==> src/rtl/fifo_stream_reader.sv <==
// rtl/fifo_stream_reader.sv - FIFO read-side master presenting a valid/ready stream
// A 2-entry skid buffer absorbs the FIFO's one-cycle read latency.
module fifo_stream_reader #(
  parameter int WIDTH = 16,
  parameter int CNT_W = 16
) (
  input  logic             clk,
  input  logic             rst_n,
  input  logic             en,
  input  logic             fifo_empty,
  input  logic [WIDTH-1:0] rd_data,
  output logic             rd_en,
  output logic             m_valid,
  output logic [WIDTH-1:0] m_data,
  input  logic             m_ready,
  output logic [CNT_W-1:0] word_cnt,
  output logic             idle
);

  logic [WIDTH-1:0] mem0_q, mem0_d;
  logic [WIDTH-1:0] mem1_q, mem1_d;
  logic             head_q, head_d;
  logic [1:0]       count_q, count_d;
  logic             inflight_q;
  logic [CNT_W-1:0] cnt_q, cnt_d;
  logic             pop;
  logic             tail;
  logic [2:0]       occ;

  always_comb begin
    pop     = (count_q != 2'd0) & m_ready;
    // Slots committed after this cycle; a same-cycle pop frees room immediately.
    occ     = {1'b0, count_q} + {2'b00, inflight_q} - {2'b00, pop};
    rd_en   = rst_n & en & ~fifo_empty & (occ < 3'd2);
    tail    = head_q ^ count_q[0];
    mem0_d  = mem0_q;
    mem1_d  = mem1_q;
    if (inflight_q) begin
      if (tail) mem1_d = rd_data;
      else      mem0_d = rd_data;
    end
    head_d  = head_q ^ pop;
    count_d = count_q + {1'b0, inflight_q} - {1'b0, pop};
    cnt_d   = cnt_q + CNT_W'(pop);
    m_valid = (count_q != 2'd0);
    m_data  = head_q ? mem1_q : mem0_q;
    idle    = (count_q == 2'd0) & ~inflight_q;
  end

  always_ff @(posedge clk or negedge rst_n) begin
    if (!rst_n) begin
      mem0_q     <= '0;
      mem1_q     <= '0;
      head_q     <= 1'b0;
      count_q    <= 2'd0;
      inflight_q <= 1'b0;
      cnt_q      <= '0;
    end else begin
      mem0_q     <= mem0_d;
      mem1_q     <= mem1_d;
      head_q     <= head_d;
      count_q    <= count_d;
      inflight_q <= rd_en;
      cnt_q      <= cnt_d;
    end
  end

  assign word_cnt = cnt_q;

  overflow_chk: assert property (@(posedge clk) disable iff (!rst_n)
    ({1'b0, count_q} + {2'b00, inflight_q}) <= 3'd2);

endmodule

==> config.mk <==
export PLATFORM = sky130hd
export DESIGN_NAME = fifo_stream_reader
export DESIGN_NICKNAME = d
export VERILOG_FILES = /design/src/rtl/fifo_stream_reader.sv
export SDC_FILE = /design/constraint.sdc
export NUM_CORES = 1
export LEC_CHECK = 0
export ABC_AREA = 1
export CAP_MARGIN = 20
export CORE_MARGIN = 3
export CORE_UTILIZATION = 50
export DETAILED_ROUTE_END_ITERATION = 10
export DONT_BUFFER_PORTS = 1
export PLACE_DENSITY_LB_ADDON = 0.2
export SYNTH_ARGS = -nofsm -noshare
export SYNTH_HDL_FRONTEND = slang
export SYNTH_SLANG_ARGS = --single-unit
==> constraint.sdc <==
create_clock -name clk -period 2.3 [get_ports clk]
set_input_delay 0.345 -clock clk [delete_from_list [all_inputs] [get_ports clk]]
set_output_delay 0.345 -clock clk [all_outputs]
set_load 0.03 [all_outputs]
### Word level (Yosys, flattened, before mapping)

Cells that the tools add are included.

* ROM bits: 0
* logic and storage cells: 27
* memories kept: 0
* bits in latches: 0
* output and inout bits: 35
* RAM bits: 0
* register bits: 52

* bitwise operators: 10
* reduce and logical (&&, ||, !) cells: 4
* $mul: 0
* muxes and demuxes: 1
* add/sub/neg operators: 5
* shift operators: 0
* $lt $le $gt $ge: 1
* equality and inequality tests: 0
* div/mod/pow operators: 0

Operator list (number)
* adder 16 x 1 -> 16 bit: 1
* two-way mux 16 bit: 1
* AND 1 bit: 5
* AND reduction 2 bit: 2
* adder 2 x 1 -> 3 bit: 1
* less-than comparator 3 x 2 -> 1 bit, second input constant: 1
* NOT 1 bit: 3
* subtractor 3 x 1 -> 3 bit: 1
* adder 2 x 1 -> 2 bit: 1
* logical NOT 2 bit: 1
* nonzero test 2 bit: 1
* subtractor 2 x 1 -> 2 bit: 1
* XOR 1 bit: 2

### Depth between registers and ports, before layout

Gate-level depths: netlist of run 1.

* depth after elaboration: 5
* depth in mapped cells: 11

### Worst setup path before layout of run 1

Ideal clock, no wire load.

* path type: register -> output
* start point: reg count_q[0]
* end point: out rd_en
* data arrival time: 2.504 ns
* stages on the path, launching flop included: 11
* setup slack: -0.549 ns
* path through: dfrtp_1 > or2_2 > nand2_1 > inv_1 > ha_1 > inv_1 > ha_1 > fa_1 > nor2_1 > nand3_1 > nor2_1

* word-level cells in the longest chain between the ends: 5
* elaborated cells on any way between the ends: 6

RTL lines
* start: declaration: line 23 `logic [1:0] count_q, count_d;`
* start signal: assignment: line 62 `count_q <= count_d;`
* nonzero test 2 bit
* net m_valid: line 13 `output logic m_valid,`
* AND 1 bit: line 31 `pop = (count_q != 2'd0) & m_ready;`
* subtractor 3 x 1 -> 3 bit: line 33 `occ = {1'b0, count_q} + {2'b00, inflight_q} - {2'b00, pop};`
* less-than comparator 3 x 2 -> 1 bit: line 34 `rd_en = rst_n & en & ~fifo_empty & (occ < 3'd2);`
* AND 1 bit: line 34
* end: declaration: line 12 `output logic rd_en,`

The timed path passes the listed nets, and every way through them passes these cells.

### Worst setup path after layout of run 1

* start point: reg count_q[0]
* end point: out rd_en

* word-level cells in the longest chain between the ends: 5
* elaborated cells on any way between the ends: 6

RTL lines (line)
* branches (longest 2 deep; another with adder 2 x 1 -> 3 bit)
* subtractor 3 x 1 -> 3 bit (*): 33
* less-than comparator 3 x 2 -> 1 bit (*): 34
* AND 1 bit (*): 34

Mark *: on every way between the ends.

==> results.md, run 1 <==
* Unrepaired setup endpoints after global routing: true
* Kind of path behind the tightest hold check: in -> reg
* Sequential fraction of the synthesis area at 51.8%
* Area of the multi-input gates at around 1100 um2
* Final period demand of the worst path at 2.75 ns
* Number of distinct standard cells referenced by the synthesized netlist at 25
* Reg2Reg Launch Point: count_q[0]
* Highest metal layer used by the detailed router: met4
* Worst-case headroom to the max-slew limit at 63.4%
* Clock tree from TritonCTS: yes
* Width of the die at 76.9 um
* Period utilisation layout at 120%
* Worst path setup slack after routing at -0.449 ns
* Largest fanout on the critical path at 2
* Estimated wirelength of the detail-placed design at 3440 um
* Pleak at ~0.0014 uW
* Initial antenna violation count at 0
* Reg2Reg Setup Slack at approximately 0.10 ns
* Effective utilization at floorplan at between 50 and 60%
* Post-DR wirelength/cell at approximately 13 um
* Fin. Hold Viols at 0
* Detailed-routing wirelength on met1 at 2270 um
* Number of global-route vias before repair at 1857
* Power Dens Cells at 1510 nW/um2
* Total number of vias at approximately 1900
* Routed length on met2 at about 2500 um
* Die Height at 76.9 um
* Placeable core region at 4790 um2
* Clk root buf: sky130_fd_sc_hd__clkbuf_8
* Aggregate routed wire length at 5060 um
* Worst supply voltage drop on vdd at 0.00102 V
* Total Nets Final at ~340
* Number of warnings issued by yosys at 0
* Filler cells at 437
* Count of state elements after synthesis at 52
* TNS Setup at -0.449 ns
* Routability Congestion at just over 0.7
* Worst Path Required at 1.96 ns
* Arrival time reported for the critical path endpoint at 2.40 ns
* Buffer levels on the longest clock path at 2
* Sinks on the clock net at 52
* Number of vias per cell at 4.90
* Detailed-routing iteration count for the pre-antenna-repair pass at 4
* Upper clock frequency limit at 364 MHz
* Cell count of the worst reg-to-reg path at 10
* Count of max-cap constraint violations at 0
* Capturing element type of the critical path: output port
* Post-route ant nets at 0
* Residual DRC count at 0
* Number of buffer cells added on primary ports at 0
* Global route overflow at 0
* Proportion of layout cells with a drive suffix above 1 at a little over a fifth
* Total number of placement rows at 25
* Largest net degree at the start of global routing at 53
* Clock-pin slew reported for the worst setup and hold paths after clock tree synthesis at approximately 0.09 ns
* Clk_skew at 0.00853 ns
* Tightest Pin Transition at 0.549 ns
* Wire length of the first global-routing pass at 8840 um
* Count of final setup violators at 1
* Number of buffers created by CTS at 5
* Final std cells w/o fill at approximately 380
* Net count after synthesis at 310
* Aggregate global-route resource usage at a little under a fifth
* Worst setup path class: reg -> out
* Number of standard cells after synthesis at ~280
* Run status: complete, but fails checks
* Slew Viols, Final at 0
* Top Ports at 56
* Register area at 1300 um2
* Layout Area Growth over Synthesis at 17.2%
* Clock latency on the worst-skew pair at 0.30 ns
* Mapped Avg Cell Area at about 8.8 um2
* Antenna cell count at 0
* Crit path capture: rd_en
* Met3 Routed Length at approximately 280 um
* Mapped Area at 2510 um2
* Area of the die at a little under 6000 um2
* Failing checks: setup timing
* DRC violation total after the first TritonRoute iteration at 79
* Number of placed instances with taps included at 365
* Total number of H-tree levels at 2
* Worst setup path startpoint: count_q[0]
* Critical Path Source Type: flop
* Destination of the worst register-to-register timing path: inflight_q
## critical path, stage by stage, from the launching register on
cell and delay, ns:
sky130_fd_sc_hd__dfrtp_2 0.42, sky130_fd_sc_hd__or2_4 0.27, sky130_fd_sc_hd__nand2_4 0.07, sky130_fd_sc_hd__inv_4 0.04, sky130_fd_sc_hd__ha_4 0.26, sky130_fd_sc_hd__inv_2 0.04
sky130_fd_sc_hd__ha_4 0.14, sky130_fd_sc_hd__fa_1 0.45, sky130_fd_sc_hd__nor2_1 0.10, sky130_fd_sc_hd__nand3_1 0.11, sky130_fd_sc_hd__nor2_4 0.22
## cell families after synthesis
logic type               Yosys count  synth area share, %
flip-flops                        52                 51.8
AO/OA/AOI/OAI                     35                 9.07
AND/OR/NAND/NOR                  141                 24.1
buffers and inverters             41                 8.02
adder cells (fa/ha/maj)            5                 2.79
XOR/XNOR                          10                 4.24
## power breakdown
group	switching [uW]	leakage [uW]	internal, uW
Sequential	324	0.000619	1280
Combinational	1340	0.000758	881
Clock	291	0.0000552	323
## stage by stage
stage	hold slack, ns	util (%)	power [uW]	instance area, um2	worst slack [ns]
2_1_floorplan	0.0494	-	3080	2520	-0.221
3_3_place_gp	0.0507	56.8	3670	2720	-0.122
3_5_place_dp	0.0513	56.8	3720	2720	-0.195
4_1_cts	0.134	60.9	4460	2920	-0.525
5_1_grt	0.134	61.5	4760	2940	-0.554
6_report	0.145	61.5	4440	2940	-0.449
## area by class of cell
cell class                      instances  share of cell area [%]
Sequential cell                        52                    44.2
Multi-Input combinational cell        191                    35.9
Timing Repair Buffer                   32                    9.35
Inverter                               31                    4.04
Tap cell                               67                    2.85
Clock buffer                            6                    2.46
Clock inverter                          2                    1.19
## cells in the final DEF (no fill, tap or decap), types with 2 or more instances in the layout
master / instances
sky130_fd_sc_hd__ha_4: 2
sky130_fd_sc_hd__buf_4: 29
sky130_fd_sc_hd__nand2_1: 90
sky130_fd_sc_hd__nand2_4: 2
sky130_fd_sc_hd__xnor2_1: 5
sky130_fd_sc_hd__xor2_1: 4
sky130_fd_sc_hd__nand3_1: 21
sky130_fd_sc_hd__nand2_2: 4
sky130_fd_sc_hd__nand4_1: 3
sky130_fd_sc_hd__nor2_1: 16
sky130_fd_sc_hd__clkbuf_8: 5
sky130_fd_sc_hd__o21ai_0: 19
sky130_fd_sc_hd__o21ai_2: 14
sky130_fd_sc_hd__dfrtp_1: 51
sky130_fd_sc_hd__o21ai_1: 2
sky130_fd_sc_hd__inv_1: 29
sky130_fd_sc_hd__ha_1: 2
## synthesized netlist by cell type, drive strengths merged
cell / n / area share, %
xor2: 4 / 1.4
clkbuf: 4 / 0.60
buf: 6 / 2.8
nand2: 96 / 15
ha: 4 / 2.0
nand4: 3 / 0.75
o21ai: 35 / 9.1
nand3: 22 / 4.4
inv: 31 / 4.6
dfrtp: 52 / 52
or2: 1 / 0.25
fa: 1 / 0.80
xnor2: 6 / 2.8
nand3b: 1 / 0.30
nor2: 18 / 3.3
## per-layer routing
layer / track usage [%] / vias to the layer above
met4: 4.89 / 0
met1: 25.1 / 869
met5: 0 / -
li1: - / 948
met3: 4.81 / 4
met2: 30.1 / 46
## what timing repair did
item	in CTS	in global routing
hold buffers	2	0
pin swaps	7	7
setup endpoints to repair	1	2
cloned	0	0
endpoints found under the hold margin	52	0
gates resized for setup	5	3
setup buffers	4	2
## state kept, by name (all words and copies together) (netlist names)
name        flops
count_q         2
mem1_q         16
inflight_q      1
word_cnt       16
mem0_q         16
head_q          1
## worst min path at each step
| stage | endpoint | cells after the start | slack (ns) | start |
|---|---|---|---|---|
| after global routing | mem1_q[9] | 2 | 0.13 | rd_data[9] |
| after global placement | mem1_q[12] | 0 | 0.05 | rst_n |
| after floorplan | count_q[0] | 0 | 0.05 | rst_n |
| after detailed placement | mem1_q[12] | 0 | 0.05 | rst_n |
| after CTS | mem1_q[7] | 2 | 0.13 | rd_data[7] |
| final | mem1_q[7] | 2 | 0.14 | rd_data[7] |
Note: power is estimated with default switching activity, not from simulation.
==> inputs of run 2 (changes only) <==
--- a/config.mk
+++ b/config.mk
@@ -12,6 +12,7 @@
 export DETAILED_ROUTE_END_ITERATION = 10
 export DONT_BUFFER_PORTS = 1
 export PLACE_DENSITY_LB_ADDON = 0.2
+export SLEW_MARGIN = 20
 export SYNTH_ARGS = -nofsm -noshare
 export SYNTH_HDL_FRONTEND = slang
 export SYNTH_SLANG_ARGS = --single-unit
==> results of run 2 <==
Same layout as run 1: the final DEF is identical, and so are final timing and power.
